`src/rtl/Pipe_Buf_Reg_PKG.sv`:
```
// Shared pipeline types: branch-predictor entry state and counter encodings.
// Latency: n/a (types and constants only).
// Backpressure: n/a.
package Pipe_Buf_Reg_PKG;

  // 2-bit saturating counter states; the MSB is the taken prediction.
  localparam logic [1:0] BP_CTR_SNT = 2'b00;
  localparam logic [1:0] BP_CTR_WNT = 2'b01;
  localparam logic [1:0] BP_CTR_WT  = 2'b10;
  localparam logic [1:0] BP_CTR_ST  = 2'b11;

  // Per-entry control state. Tag and target widths depend on the
  // instantiating module's PC_W/ENTRIES, so those fields sit in parallel
  // parameter-sized arrays next to this struct rather than inside it.
  typedef struct packed {
    logic       valid;
    logic [1:0] ctr;
  } bp_entry_t;

endpackage

```
`src/rtl/bp_sat_ctr.sv`:
```
// 2-bit saturating counter next-state: +1 on taken, -1 on not taken, forced strong-taken for jumps.
// Latency: combinational.
// Backpressure: none.
module bp_sat_ctr
  import Pipe_Buf_Reg_PKG::*;
(
  input  logic [1:0] ctr,
  input  logic       taken,
  input  logic       force_st,
  output logic [1:0] next_ctr
);

  // Saturate at strong-taken / strong-not-taken; force wins over direction.
  always_comb begin
    next_ctr = ctr;
    if (force_st) begin
      next_ctr = BP_CTR_ST;
    end else if (taken) begin
      if (ctr != BP_CTR_ST) next_ctr = ctr + 2'd1;
    end else begin
      if (ctr != BP_CTR_SNT) next_ctr = ctr - 2'd1;
    end
  end

endmodule

```
`src/rtl/branch_predictor.sv`:
```
// Tagged BTB + 2-bit bimodal predictor; optional gshare indexing via macro BP_GSHARE_EN.
// Latency: lookup is zero-cycle (combinational from table flops); updates visible next cycle.
// Backpressure: none; one lookup and one update accepted every cycle.
module branch_predictor
  import Pipe_Buf_Reg_PKG::*;
#(
  parameter int PC_W    = 9,
  parameter int ENTRIES = 16,   // power of two, >= 2
  parameter int GHR_W   = 4     // 1..$clog2(ENTRIES)
) (
  input  logic             clk,
  input  logic             reset,
  input  logic [PC_W-1:0]  if_pc,
  output logic             pred_hit,
  output logic             pred_taken,
  output logic [PC_W-1:0]  pred_target,
  output logic [GHR_W-1:0] pred_ghr,
  input  logic             upd_valid,
  input  logic [PC_W-1:0]  upd_pc,
  input  logic             upd_taken,
  input  logic [PC_W-1:0]  upd_target,
  input  logic             upd_is_jump,
  input  logic [GHR_W-1:0] upd_ghr
);

  localparam int IDX_W  = $clog2(ENTRIES);
  localparam int TAG_W  = PC_W - IDX_W - 2;
  // A zero-width tag is stored as a constant 1-bit zero so compares always match.
  localparam int TAG_WS = (TAG_W > 0) ? TAG_W : 1;

  logic [IDX_W-1:0]  look_base, upd_base, look_idx, upd_idx;
  logic [TAG_WS-1:0] look_tag, upd_tag;
  logic [PC_W-1:0]   pc_plus4;
  logic              upd_hit;
  logic [1:0]        upd_ctr, upd_ctr_next;
  logic              unused_bits;

  bp_entry_t         ent_q [ENTRIES];
  logic [TAG_WS-1:0] tag_q [ENTRIES];
  logic [PC_W-1:0]   tgt_q [ENTRIES];

  // Word-aligned PCs: bits [1:0] never participate in index or tag.
  assign look_base = if_pc[IDX_W+1:2];
  assign upd_base  = upd_pc[IDX_W+1:2];

  generate
    if (TAG_W > 0) begin : g_tag
      assign look_tag = if_pc[PC_W-1:IDX_W+2];
      assign upd_tag  = upd_pc[PC_W-1:IDX_W+2];
    end else begin : g_notag
      assign look_tag = '0;
      assign upd_tag  = '0;
    end
  endgenerate

`ifdef BP_GSHARE_EN
  logic [GHR_W-1:0] ghr;

  // History shifts only on conditional-branch resolution; jumps carry no direction info.
  always_ff @(posedge clk) begin
    if (reset) begin
      ghr <= '0;
    end else if (upd_valid && !upd_is_jump) begin
      ghr <= GHR_W'({ghr, upd_taken});
    end
  end

  // Update re-derives the lookup index from the history the instruction was fetched with.
  assign look_idx    = look_base ^ IDX_W'(ghr);
  assign upd_idx     = upd_base ^ IDX_W'(upd_ghr);
  assign pred_ghr    = ghr;
  assign unused_bits = ^{if_pc[1:0], upd_pc[1:0]};
`else
  assign look_idx    = look_base;
  assign upd_idx     = upd_base;
  assign pred_ghr    = '0;
  assign unused_bits = ^{if_pc[1:0], upd_pc[1:0], upd_ghr};
`endif

  // Lookup reads registered state only, so a same-cycle update is not forwarded.
  assign pc_plus4    = if_pc + PC_W'(4);
  assign pred_hit    = ent_q[look_idx].valid && (tag_q[look_idx] == look_tag);
  assign pred_taken  = pred_hit && ent_q[look_idx].ctr[1];
  assign pred_target = pred_taken ? tgt_q[look_idx] : pc_plus4;

  assign upd_hit = ent_q[upd_idx].valid && (tag_q[upd_idx] == upd_tag);
  assign upd_ctr = ent_q[upd_idx].ctr;

  bp_sat_ctr u_sat_ctr (
    .ctr      (upd_ctr),
    .taken    (upd_taken),
    .force_st (upd_is_jump),
    .next_ctr (upd_ctr_next)
  );

  // Table write: train on hit, allocate on taken miss, ignore not-taken miss.
  always_ff @(posedge clk) begin
    if (reset) begin
      for (int i = 0; i < ENTRIES; i++) begin
        ent_q[i] <= '{valid: 1'b0, ctr: BP_CTR_WNT};
        tag_q[i] <= '0;
        tgt_q[i] <= '0;
      end
    end else if (upd_valid) begin
      if (upd_hit) begin
        ent_q[upd_idx].ctr <= upd_ctr_next;
        if (upd_taken) tgt_q[upd_idx] <= upd_target;
      end else if (upd_taken) begin
        ent_q[upd_idx] <= '{valid: 1'b1, ctr: (upd_is_jump ? BP_CTR_ST : BP_CTR_WT)};
        tag_q[upd_idx] <= upd_tag;
        tgt_q[upd_idx] <= upd_target;
      end
    end
  end

endmodule

```
`config.mk`:
```
export PLATFORM = sky130hd
export DESIGN_NAME = branch_predictor
export DESIGN_NICKNAME = d
export VERILOG_FILES = /design/src/rtl/Pipe_Buf_Reg_PKG.sv /design/src/rtl/bp_sat_ctr.sv /design/src/rtl/branch_predictor.sv
export SDC_FILE = /design/constraint.sdc
export NUM_CORES = 1
export LEC_CHECK = 0
export ABC_CLOCK_PERIOD_IN_PS = 3700
export BUFFER_PORTS_ARGS = -buffer_cell sky130_fd_sc_hd__buf_2
export CORE_AREA = 2 2 161 163
export DETAILED_ROUTE_END_ITERATION = 16
export DIE_AREA = 0 0 163 165
export GPL_TIMING_DRIVEN = 0
export HOLD_SLACK_MARGIN = 0.05
export PLACE_DENSITY = 0.68
export SLEW_MARGIN = 10
export SYNTH_ARGS = -nofsm -noshare
export SYNTH_HDL_FRONTEND = slang
export SYNTH_SLANG_ARGS = --single-unit
```
`constraint.sdc`:
```
create_clock -name clk -period 3.7 [get_ports clk]
set_input_delay 0.74 -clock clk [delete_from_list [all_inputs] [get_ports clk]]
set_output_delay 0.74 -clock clk [all_outputs]
set_load 0.005 [all_outputs]
```
; Word level (Yosys, flattened, before mapping)
; Memories as Yosys holds them, arrays and structs flattened.
; Index checks and enable logic that the tools add are counted.
[totals]
ff_bits = 0
ramBits = 240
out_inout_bits = 15
memories = 3
[memory_table]
columns = memory, depth, word_bits, read_ports, rd_ports_with_merged_regs, write_ports, line
row1 = tgt_q, 16, 9, 1, 0, 16, branch_predictor.sv:40  ; logic [PC_W-1:0] tgt_q [ENTRIES];
row2 = ent_q, 16, 3, 2, 0, 16, branch_predictor.sv:38  ; bp_entry_t ent_q [ENTRIES];
row3 = tag_q, 16, 3, 2, 0, 16, branch_predictor.sv:39  ; logic [TAG_WS-1:0] tag_q [ENTRIES];
[classes]
n_addsub = 3
n_eq_ne = 3
n_mux = 32
bitwise = 2
reduce_logical = 7
[op_table]
columns = operator, n
row1 = two-way mux 9 bit, 3
row2 = two-way mux 1 bit, 18
row3 = two-way mux 2 bit, 6
row4 = two-way mux 4 bit, 3
row5 = "adder 9 x 3 -> 9 bit, second input constant", 1
row6 = OR reduction 9 bit, 1
row7 = equality test 3 bit, 2
row8 = two-way mux 3 bit, 2
row9 = OR reduction 3 bit, 2
row10 = logical AND 1 bit, 3
row11 = "adder 2 x 1 -> 2 bit, second input constant", 1
row12 = "!= test 2 bit, second input constant", 1
row13 = OR 1 bit, 2
row14 = nonzero test 2 bit, 1
row15 = "subtractor 2 x 1 -> 2 bit, second input constant", 1

; Longest topological paths before layout
; An unclocked memory read counts as a cell.
[logic_depth]
depth_word = 10
ltp_mapped = 12
depth_no_buf = 7

; Hierarchy
; A second synthesis with hierarchy kept.
[hier_totals]
hier_cells = 898
hier_area_um2 = 12365.6
[by_module_without_submodules]
columns = mod, n_inst, cells_each, area_each_um2, seq_area_each_um2
row1 = branch_predictor, 1, 891, 12329.3, 7046.8
row2 = bp_sat_ctr, 1, 7, 36.3, 0.0

; Least setup slack after synthesis
; OpenSTA, ideal clock, no wires.
[synth_path]
kind = input to output
start = input if_pc[2]
end = output pred_target[5]
arrival_ps = 3059
t_required_ps = 2960
setup_slack_ps = -99
cell_stages = 6
cell_sequence = buf_2 clkbuf_1 clkbuf_1 mux4_2 mux4_2 mux2_2
[synth_via]
elab_chain_len = 5
elab_cells_between_ends = 8
classes_between = add/sub (1) / eq/ne (1) / mux (1) / reduce/logical (2) / memory (3)
[synth_lines]
columns = item, line
row1 = "start, declared", branch_predictor.sv:13  ; input logic [PC_W-1:0] if_pc,
row2 = memory (16 x 3 bit), -
row3 = equality test 3 bit, branch_predictor.sv:82  ; assign pred_hit = ent_q[look_idx].valid && (tag_q[look_idx] == look_tag);
row4 = logical AND 1 bit, branch_predictor.sv:82
row5 = logical AND 1 bit, branch_predictor.sv:83  ; assign pred_taken = pred_hit && ent_q[look_idx].ctr[1];
row6 = two-way mux 9 bit *, branch_predictor.sv:84  ; assign pred_target = pred_taken ? tgt_q[look_idx] : pc_plus4;
row7 = "end, declared", branch_predictor.sv:16  ; output logic [PC_W-1:0] pred_target,
; Mark *: on every way between the ends. The rest lies on a longest branch, timed or not.

; Worst setup path in the final report
[layout_path]
start = input if_pc[3]
end = output pred_target[8]
; Same word-level chain as after synthesis.

==> reports/qor.yml <==
grt_max_degree: 14
max_stage_delay_ns: 0.55
max_freq_ghz: 0.2610
syn_avg_cell_area_um2: 14.43
multiInputGateArea_mm2: 0.004984
seq_area_mm2: 0.007047
cts_inserted_buffers: 26
cts_root_buffer: "clkbuf_16"
cpLargestDelayFamily: "multiplexers"
crit_chain: "buf_12, buf_12, mux4_2, mux2i_2, xor2_1, a31oi_2, nor4b_4, buf_6, mux2_4, buf_6"
row_count: 58
worst_setup_path_start_kind: "primary input"
arrival_ns: 3.09
holdPathStages: 1
grt_pass1_vias: 7741
worst_slew_pin_slew_ns: 0.8900
synth_common_cells: "edfxtp_1, and2_1, mux4_2"
grt.total_usage_pct: 24.26
outcome: "complete, but fails checks"
drt-total-wl_um: 31870
worst_clock_skew_ns: 0.01083
ys_top_cells_by_area: "edfxtp_1, mux4_2, and2_1"
dr.pass1.iters: 5
fin_cells: 1293
antenna_found_initial: 0
pre_cts_ws_ns: -1.108
holdWs_ns: 0.4810
core-area_mm2: 0.02504
via_per_inst: 5.956
layout_setup_ws_ns: -0.1320
num_vias: 7701
syn-cell-area_mm2: 0.01236
power_density_mw_per_mm2: 451.4
synth_edf_count: 224
hold_path.class: "register to register"
clockBufferDepth: 3
finalSetupViolCount: 9
ant_nets: 0
nNetsFinal: 980
synth-main-ff-cell: "edfxtp_1"
cts.sinks: 240
dpl.cell_count: 1233
yosysTopAreaCellShare_pct: 54.40
synthToLayoutAreaGrowth_pct: 15.57
crit_fanout: 5
ys_async_sr_fraction_pct: 0
final.min_clock_period_ns: 3.832
rsz0062_at_grt: "true"
reg2reg_from: "tag_q[2][2]"
critPathLaunch: "if_pc[3]"
gpl.final_weighted_congestion: 0.8848
endpoint: "pred_target[8]"
slowest_stage: "mux4_2"
path_clk_slew_ns: 0.06
die_area_mm2: 0.02690
clk_latency_ns: 0.53
seq_area_frac_synth_pct: 56.99
r2r-end: "tag_q[10][0]"
die_x_um: 163
p_leak_nw: 5.204
violations: "negative setup slack"
yosysUniqueCellTypes: 51
wire_per_inst_um: 24.65
synthCells: 857
r2r_cells: 9
cts.htree.levels: 1
slew-limit-headroom_pct: 40.45
port_buffers: 34
tritoncts: "done"
drive_gt1_share_pct: 28.66
synth_area_leader_cell: "edfxtp_1"
crit_type: "primary input to output pin"
die_h_um: 165
fin_crit_sh_pct: 103.6
required_ns: 2.96
ir_drop_uv: 293.5
yosysMostFrequentCell: "edfxtp_1"
slew_violations: 0
critical_path_depth: 10
yosysWarnings: 0
dp_hpwl_um: 22740
cp-end-kind: "output pin"
antennaDiodeCount: 0
drc: 0
grt_pass1_wl_um: 47710
start_util_pct: 49.39
fill_cells: 1980
r2r_slack_ns: 0.57
maxCapViolations: 0
drtIter0Drc: 944
overflow: 0
ios: 51
final_core_util_pct: 57.08
hold_viol: 0
synth_seq_cells: 240
cp_num_buf_inv: 4
-- timing repair --
action	4_1_cts	5_1_grt
hold endpoints to repair	0	0
hold buffers	0	0
resized for setup	58	14
setup buffers	9	2
pin swaps	6	2
endpoints found under the setup margin	11	10
cloned	2	0
-- sequential cells by signal, indices dropped and copies added (netlist names) --
name	flops
tgt_q	144
ent_q	48
tag_q	48
-- layout by cell type (no fill, tap or decap), types with 18 or more instances in the layout --
cell type / n
nor2_1: 39
edfxtp_1: 224
clkbuf_16: 27
buf_4: 35
buf_2: 30
clkbuf_1: 29
buf_6: 18
nand2_1: 20
mux4_2: 86
and2_1: 193
-- cells by family (layout without fill, tap and decap cells) --
group | after synthesis | count (layout) | synth area share [%]
AND/OR/NAND/NOR | 332 | 332 | 15.80
flip-flops | 240 | 240 | 56.99
multiplexers | 116 | 116 | 18.56
buffers and inverters | 85 | 188 | 3.481
AO/OA/AOI/OAI | 72 | 72 | 4.331
XOR/XNOR | 10 | 10 | 0.7083
adder cells (fa/ha/maj) | 1 | 1 | 0.1012
other | 1 | 4 | 0.03033
-- per-stage QoR --
stage	cell area, um2	power, mW	setup TNS (ns)
3_5_place_dp	13030	3.836	-15.41
4_1_cts	14220	6.456	-0.4646
5_1_grt	14290	6.620	-1.544
6_report	14290	6.450	-0.8989
2_1_floorplan	12380	3.607	0
3_3_place_gp	12960	3.815	-46.44
-- worst min-delay path by stage --
stage | start | to | slack (ns)
after floorplan | ent_q[13][2] | ent_q[13][2] | 0.44
after global placement | ent_q[12][2] | ent_q[12][2] | 0.45
after detailed placement | ent_q[12][2] | ent_q[12][2] | 0.46
after CTS | ent_q[12][2] | ent_q[12][2] | 0.48
after global routing | ent_q[12][2] | ent_q[12][2] | 0.50
final | ent_q[13][2] | ent_q[13][2] | 0.48
-- metal layers --
metal	global-route usage (%)	wire length, um	vias to the layer above
met5	0	0	-
met4	6.356	793	0
met3	3.717	2317	59
met2	41.93	15920	371
met1	32.32	12840	3871
li1	-	-	3400
-- cell type report --
class                           count  share of cell area, %
Clock inverter                     13                 0.9806
Sequential cell                   240                  49.31
Buffer                             67                  3.301
Inverter                           18                 0.4728
Clock buffer                       35                  5.008
Multi-Input combinational cell    535                  34.87
Tap cell                          330                  2.889
Timing Repair Buffer               55                  3.161
-- report_power, final --
part           total, mW  switching [mW]  leakage, nW  internal (mW)
registers           3.16          0.0514         2.28           3.10
logic              0.686           0.374         2.51          0.312
clock network       2.61            1.05        0.413           1.56
total               6.45            1.47         5.20           4.98
Note: power is estimated with default switching activity, not from simulation.
